$ cat config.mk
export PLATFORM = sky130hd
export DESIGN_NAME = sram_rr_port_arbiter
export DESIGN_NICKNAME = d
export VERILOG_FILES = /design/src/rtl/sram_ctrl_pkg.sv /design/src/rtl/rr_arbiter.sv /design/src/rtl/sram_rr_port_arbiter.sv
export SDC_FILE = /design/constraint.sdc
export NUM_CORES = 1
export LEC_CHECK = 0
export CORE_UTILIZATION = 22
export CTS_CLUSTER_DIAMETER = 80
export DETAILED_ROUTE_END_ITERATION = 16
export PLACE_DENSITY_LB_ADDON = 0.3
export SLEW_MARGIN = 20
export SYNTH_ARGS = -nofsm -noshare
export SYNTH_HDL_FRONTEND = slang
export SYNTH_SLANG_ARGS = --single-unit
$ cat constraint.sdc
create_clock -name clk -period 2.3 [get_ports clk]
set_clock_uncertainty 0.2 [all_clocks]
set_input_delay 0.69 -clock clk [delete_from_list [all_inputs] [get_ports clk]]
set_output_delay 0.69 -clock clk [all_outputs]
set_load 0.02 [all_outputs]
$ cat src/rtl/sram_ctrl_pkg.sv
// Shared constants, request record and round-robin helper for the SRAM port arbiter.
package sram_ctrl_pkg;

    localparam int SRAM_DATA_WIDTH = 32;
    localparam int SRAM_ADDR_WIDTH = 5;
    localparam int MAX_REQ         = 8;

    typedef struct packed {
        logic                       we;
        logic [SRAM_ADDR_WIDTH-1:0] addr;
        logic [SRAM_DATA_WIDTH-1:0] wdata;
    } sram_req_t;

    function automatic int unsigned rr_next(input int unsigned ptr, input int unsigned n);
        return (ptr + 32'd1 >= n) ? 32'd0 : ptr + 32'd1;
    endfunction

endpackage

$ cat src/rtl/rr_arbiter.sv
// Round-robin winner select over N requesters; the scan starts at rr_ptr_q and the
// pointer moves just past the winner on every grant (a grant is always a transfer).
module rr_arbiter
    import sram_ctrl_pkg::*;
#(
    parameter int N = 2
) (
    input  logic                                 clk,
    input  logic                                 rst_n,
    input  logic                                 en_i,
    input  logic [N-1:0]                         valid_i,
    output logic [N-1:0]                         grant_o,
    output logic [((N > 1) ? $clog2(N) : 1)-1:0] win_id_o,
    output logic                                 win_valid_o
);

    localparam int IDW = (N > 1) ? $clog2(N) : 1;

    logic [IDW-1:0] rr_ptr_q;
    logic [IDW-1:0] rr_ptr_d;
    logic [IDW-1:0] idx;
    logic [IDW-1:0] win_id;
    logic           win_valid;

    always_comb begin
        win_valid = 1'b0;
        win_id    = '0;
        idx       = '0;
        for (int k = 0; k < N; k++) begin
            idx = IDW'((int'(rr_ptr_q) + k) % N);
            if (en_i && !win_valid && valid_i[idx]) begin
                win_valid = 1'b1;
                win_id    = idx;
            end
        end
    end

    always_comb begin
        grant_o = '0;
        if (win_valid) begin
            grant_o[win_id] = 1'b1;
        end
    end

    always_comb begin
        rr_ptr_d = rr_ptr_q;
        if (win_valid) begin
            rr_ptr_d = IDW'(rr_next(32'(win_id), 32'(N)));
        end
    end

    always_ff @(posedge clk or negedge rst_n) begin
        if (!rst_n) begin
            rr_ptr_q <= '0;
        end else begin
            rr_ptr_q <= rr_ptr_d;
        end
    end

    assign win_id_o    = win_id;
    assign win_valid_o = win_valid;

endmodule

$ cat src/rtl/sram_rr_port_arbiter.sv
// Fronts one single-port SRAM macro for NUM_REQ requesters: one access per clock,
// round-robin fair, responses routed back exactly one cycle after the grant.
module sram_rr_port_arbiter
    import sram_ctrl_pkg::*;
#(
    parameter int NUM_REQ    = 2,
    parameter int DATA_WIDTH = 32,
    parameter int ADDR_WIDTH = 5
) (
    input  logic                          clk,
    input  logic                          rst_n,
    input  logic [NUM_REQ-1:0]            req_valid,
    output logic [NUM_REQ-1:0]            req_ready,
    input  logic [NUM_REQ-1:0]            req_we,
    input  logic [NUM_REQ*ADDR_WIDTH-1:0] req_addr,
    input  logic [NUM_REQ*DATA_WIDTH-1:0] req_wdata,
    output logic [NUM_REQ-1:0]            resp_valid,
    output logic [DATA_WIDTH-1:0]         resp_rdata,
    output logic                          sram_we,
    output logic [ADDR_WIDTH-1:0]         sram_addr,
    output logic [DATA_WIDTH-1:0]         sram_din,
    input  logic [DATA_WIDTH-1:0]         sram_dout
);

    localparam int IDW = (NUM_REQ > 1) ? $clog2(NUM_REQ) : 1;

    logic [IDW-1:0] win_id;
    logic           win_valid;
    sram_req_t      win_req;

    logic           pend_valid_q, pend_valid_d;
    logic [IDW-1:0] pend_id_q, pend_id_d;
    logic           pend_we_q, pend_we_d;

    // Arbitration is gated by rst_n so nothing is granted or driven while in reset.
    rr_arbiter #(.N(NUM_REQ)) u_arb (
        .clk        (clk),
        .rst_n      (rst_n),
        .en_i       (rst_n),
        .valid_i    (req_valid),
        .grant_o    (req_ready),
        .win_id_o   (win_id),
        .win_valid_o(win_valid)
    );

    always_comb begin
        win_req = '0;
        if (win_valid) begin
            win_req.we    = req_we[win_id];
            win_req.addr  = req_addr[int'(win_id)*ADDR_WIDTH +: ADDR_WIDTH];
            win_req.wdata = req_wdata[int'(win_id)*DATA_WIDTH +: DATA_WIDTH];
        end
    end

    assign sram_we   = win_req.we;
    assign sram_addr = win_req.addr;
    assign sram_din  = win_req.wdata;

    always_comb begin
        pend_valid_d = win_valid;
        pend_id_d    = pend_id_q;
        pend_we_d    = pend_we_q;
        if (win_valid) begin
            pend_id_d = win_id;
            pend_we_d = win_req.we;
        end
    end

    always_ff @(posedge clk or negedge rst_n) begin
        if (!rst_n) begin
            pend_valid_q <= 1'b0;
            pend_id_q    <= '0;
            pend_we_q    <= 1'b0;
        end else begin
            pend_valid_q <= pend_valid_d;
            pend_id_q    <= pend_id_d;
            pend_we_q    <= pend_we_d;
        end
    end

    // Write cycles leave the macro's dout undefined, so read data is masked to zero.
    always_comb begin
        resp_valid = '0;
        if (pend_valid_q) begin
            resp_valid[pend_id_q] = 1'b1;
        end
        resp_rdata = (pend_valid_q && !pend_we_q) ? sram_dout : '0;
    end

endmodule
======== Word-level counts from Yosys, hierarchy flattened ========
Index checks and enable logic that the tools add are counted.
word-level totals
  register bits after elaboration ......... 4
cells by class
  multipliers ............................. 1
  $add $sub $neg .......................... 2
  $lt $le $gt $ge ......................... 7
  multiplexer cells ....................... 19
  reduce and logical (&&, ||, !) cells .... 8
  shift-type cells ........................ 2
operators with widths
  kind                                                        number
  variable part select 64 x 7 -> 32 bit                       1
  2-to-1 mux 38 bit                                           1
  2-to-1 mux 32 bit                                           1
  2-to-1 mux 1 bit                                            13
  variable part select 10 x 5 -> 5 bit                        1
  less-than comparator 1 x 2 -> 1 bit, second input constant  4
  logical AND 1 bit                                           6
  multiplier 1 x 3 -> 4 bit, second input constant            1
  2-to-1 mux 2 bit                                            2
  adder 1 x 1 -> 2 bit, second input constant                 1
  demux 1 bit (select 1 bit)                                  2
  >= comparator 1 bit, second input constant                  2
  >= comparator 2 bit, second input constant                  1
  logical NOT 1 bit                                           2
  adder 1 bit, second input constant                          1

======== Logic depth before layout (Yosys ltp) ========
  word-level depth ........................ 13
  gate-level depth with buffers ........... 6
  gate-level depth less buffers ........... 4

======== Modules after synthesis ========
A second synthesis with hierarchy kept.
unflattened totals
  cells, all modules ...................... 139
  area total of the unflattened synthesis .. 1,103.6 um^2
modules (own cells, without submodules)
  module                cells each  times used  area an instance (um^2)
  sram_rr_port_arbiter  129         1           1,029.7
  rr_arbiter            10          1           73.8

======== Least setup slack after synthesis ========
Ideal clock, no wire load.
  path kind ............................... in2out
  start point ............................. input req_valid[0]
  end point ............................... output sram_addr[0]
  path buffers ............................ 2
  stages .................................. 5
  arrival time ............................ 1,651 ps
  setup slack ............................. -241 ps
  path through ............................ nand2b_1 and3_1 buf_6 buf_6 mux2i_1
between the ends
  cells in the longest elaborated chain, start to end .. 11
ends and longest elaborated chain
  item                                                  line                        RTL
  from (decl)                                           sram_rr_port_arbiter.sv:12  input logic [NUM_REQ-1:0] req_valid,
  2-to-1 mux 1 bit (not written as such) (2 in series)  rr_arbiter.sv:31            if (en_i && !win_valid && valid_i[idx]) begin
  logical AND 1 bit                                     rr_arbiter.sv:31
  2-to-1 mux 1 bit                                      rr_arbiter.sv:31
  logical NOT 1 bit                                     rr_arbiter.sv:31
  logical AND 1 bit (2 in series)                       rr_arbiter.sv:31
  2-to-1 mux 1 bit                                      rr_arbiter.sv:31
  multiplier 1 x 3 -> 4 bit                             sram_rr_port_arbiter.sv:50  win_req.addr = req_addr[int'(win_id)*ADDR_WIDTH +: ADDR_WIDTH];
  variable part select 10 x 5 -> 5 bit                  sram_rr_port_arbiter.sv:50
  2-to-1 mux 38 bit *                                   sram_rr_port_arbiter.sv:48  if (win_valid) begin
  to (decl)                                             sram_rr_port_arbiter.sv:20  output logic [ADDR_WIDTH-1:0] sram_addr,
Every way passes the cells marked *; elsewhere a longest branch is shown, timed or not. The select of a mux whose other input is x is not followed.

======== Final worst setup path ========
  start point ............................. input req_valid[0]
  end point ............................... output sram_din[21]
between the ends
  cells in the longest elaborated chain, start to end .. 10
ends and longest elaborated chain
  item                                                  line                        RTL
  2-to-1 mux 1 bit (not written as such) (2 in series)  rr_arbiter.sv:31
  logical AND 1 bit                                     rr_arbiter.sv:31
  2-to-1 mux 1 bit                                      rr_arbiter.sv:31
  logical NOT 1 bit                                     rr_arbiter.sv:31
  logical AND 1 bit (2 in series)                       rr_arbiter.sv:31
  2-to-1 mux 1 bit                                      rr_arbiter.sv:31
  variable part select 64 x 7 -> 32 bit                 sram_rr_port_arbiter.sv:51  win_req.wdata = req_wdata[int'(win_id)*DATA_WIDTH +: DATA_WIDTH];
  2-to-1 mux 38 bit *                                   sram_rr_port_arbiter.sv:48
  to (decl)                                             sram_rr_port_arbiter.sv:21  output logic [DATA_WIDTH-1:0] sram_din,
Marks and branches as above.

==> results by group <==
Pwr
  • Leak: ~1.8 nW
  • Max VDD drop: approximately 0.17 mV
  • Pwr dens: just under 300 mW/mm2

Detailed routing
  • Vias/cell: ~4.4
  • Via count: 1954
  • Routed length per instance: 15.30 um
  • Post-route ant nets: 0
  • DRT iter0 DRCs: 31
  • DRC: 0
  • First-pass DRT Iterations: 3
  • Final wirelength: between 6 and 7 mm

Layout
  • Layout cell share with drive strength beyond 1: between 40% and 50%
  • Most frequent cells in the layout: clkdlybuf4s50_1, buf_6, inv_1
  • Area of the multi-input gates: between 0.001 and 0.0015 mm2
  • FF+latch area: 100.1 um2
  • Area growth syn-to-layout: 248.2%
  • N_diodes: 0
  • Layout net count: 489
  • Most common cell after layout, fill and taps aside: clkdlybuf4s50_1
  • Finished Layout Cells: ~440
  • Fillers: just under 300

Global route
  • Initial antenna violation count: 0
  • First-pass GRT wire length: 9.384 mm
  • All-Layer GR Usage: about 23%
  • Largest net degree at the start of global routing: 19
  • Number of global-route vias before repair: 2005
  • Grt ovf: 0

Timing
  • RSZ-0062 raised after global routing: yes
  • Final setup TNS: -12.47 ns
  • Tcrit/Tclk final: 114.8%
  • Slew Limit Fails: 0
  • Slew @ Worst Pin: 0.2397 ns
  • Min setup slack post-route: -0.3409 ns
  • # setup viols final: 40
  • Final Hold Viols: 0
  • Slew margin rel.: 83.77%
  • Tmin final: between 2 and 3 ns
  • Peak Freq: 0.3787 GHz

Placed design
  • DP Wirelength: between 5 and 6 mm
  • Dpl ws: -1.246 ns
  • Final GP Congestion: between 0.7 and 0.8
  • Total placed cells including tap cells: 430
  • Buffers added on ports: 185

Clock tree
  • CTS tree: built
  • Clock root cell: clkbuf_8
  • CTS Sinks: 4
  • Clock Pin Slew Worst Setup and Hold Paths: around 0.030 ns
  • Max Root-Sink Buffers: 2
  • Num CTS Buffers: 3
  • Clock latency on the worst-skew pair: approximately 0.22 ns
  • Htree depth: 1

Run status
  • Status: finished with violations
  • Failing checks: setup timing

Synth
  • Yosys reg bits: 4
  • Avg Cell Area, Syn: roughly 6.5 um2
  • Distinct cells, synth: 18
  • Post-Syn Instances: roughly 180
  • Syn_nets: ~290
  • Post-synthesis sequential area ratio: under 10%
  • Mapped Area: between 0.001 and 0.0015 mm2
  • Yosys warns: 0

Floorplanning
  • Die Y: approximately 74 um
  • Die footprint: roughly 0.0055 mm2
  • FP Rows: 25
  • Horiz. Die Dim: 73.94 um
  • I/O Pins: around 190
  • Initial core utilization: 23.48%
  • Core area: 0.004848 mm2

Critical path
  • Crit start category: input pin
  • Max FO, Critical Path: 14
  • CP arrival: between 1.5 and 2 ns
  • Critical Path End Type: primary output
  • Worst Path Required: 1.41 ns
  • Critical path type: in -> out

Flow run
  • Max Cap Violations: 0

Min path
  • Worst min path class: in -> async
-- critical path: stages --
cell	delay [ns]
buf_8	0.10
buf_4	0.13
o21ai_4	0.19
clkinv_4	0.15
buf_16	0.19
nand2_1	0.11
mux2i_4	0.07
buf_6	0.13
-- cell families (layout without fill, tap and decap cells) --
group,Yosys count,in the layout,synth area share (%)
AND/OR/NAND/NOR,79,79,34.40
flip-flops,4,4,8.792
buffers and inverters,51,251,20.99
AO/OA/AOI/OAI,4,4,3.297
multiplexers,37,37,32.53
-- sequential cells by signal (all words and copies together) (netlist names) --
register,cells
pend_id_q,1
pend_valid_q,1
pend_we_q,1
u_arb.rr_ptr_q,1
-- synth_stat cells (all sizes together) --
master | instances | area (um2)
nand2b | 1 | 6.260
nor2 | 3 | 11.26
and2 | 33 | 206.5
clkbuf | 4 | 15.01
nor2b | 2 | 12.51
nand4 | 1 | 6.260
o21ai | 1 | 8.760
inv | 39 | 146.4
o31ai | 1 | 12.51
and3 | 1 | 6.260
a21o | 1 | 7.510
dfrtp | 4 | 100.1
o311ai | 1 | 8.760
mux2i | 37 | 370.4
buf | 8 | 77.57
nand2 | 38 | 142.6
-- through the flow --
| stage | total power, W | util [%] | hold WS, ns | cell area (um2) |
|---|---|---|---|---|
| final | 0.001164 | 81.78 | 0.2915 | 3965 |
| after global routing | 0.001223 | 81.78 | 0.3040 | 3965 |
| after CTS | 0.001140 | 79.02 | 0.2930 | 3831 |
| after detailed placement | 0.0009203 | 74.12 | 0.2840 | 3593 |
| after global placement | 0.0009029 | 74.12 | 0.2777 | 3593 |
| after floorplan | 0.0005096 | - | 0.1944 | 1630 |
-- timing repair --
| action | 4_1_cts | 5_1_grt |
|---|---|---|
| resized for setup | 421 | 86 |
| cloned | 4 | 0 |
| pin swaps | 3 | 3 |
| buffers inserted | 9 | 2 |
| hold buffers | 0 | 0 |
| setup endpoints to repair | 72 | 66 |
-- routing by layer --
layer | vias up | part of all wire [%] | GRT usage (%) | wire length (um)
met4 | 0 | 1.9 | 7.692 | 127
met3 | 11 | 9.3 | 6.775 | 631
li1 | 929 | - | - | -
met5 | - | 0 | 0 | 0
met1 | 903 | 30 | 20.37 | 2016
met2 | 111 | 59 | 48.38 | 3987
-- power by group --
group          internal, W  leakage [nW]  switching, W
clock network     0.000112        0.0216     0.0000361
registers        0.0000794        0.0476    0.00000498
logic             0.000540          1.76      0.000392
-- final timing paths --
path / slack [ns] / start / cells after the start / end
min in group clk: 0.30 / u_arb.rr_ptr_q / 2 / u_arb.rr_ptr_q
max: -0.34 / req_valid[0] / 8 / sram_din[21]
min reg2reg: 0.30 / u_arb.rr_ptr_q / 2 / u_arb.rr_ptr_q
max in group asynchronous: 1.50 / rst_n / 3 / pend_id_q
max reg2reg: 0.66 / u_arb.rr_ptr_q / 6 / pend_id_q
min: 0.29 / rst_n / 3 / u_arb.rr_ptr_q
-- layout make-up --
cell class	count	area share [%]
multi-input cells	120	35.97
well taps	67	2.114
flip-flops and latches	4	2.524
inverters	39	3.818
repair buffers	209	54.53
clock buffers	3	1.041
Note: power is estimated with default switching activity, not from simulation.
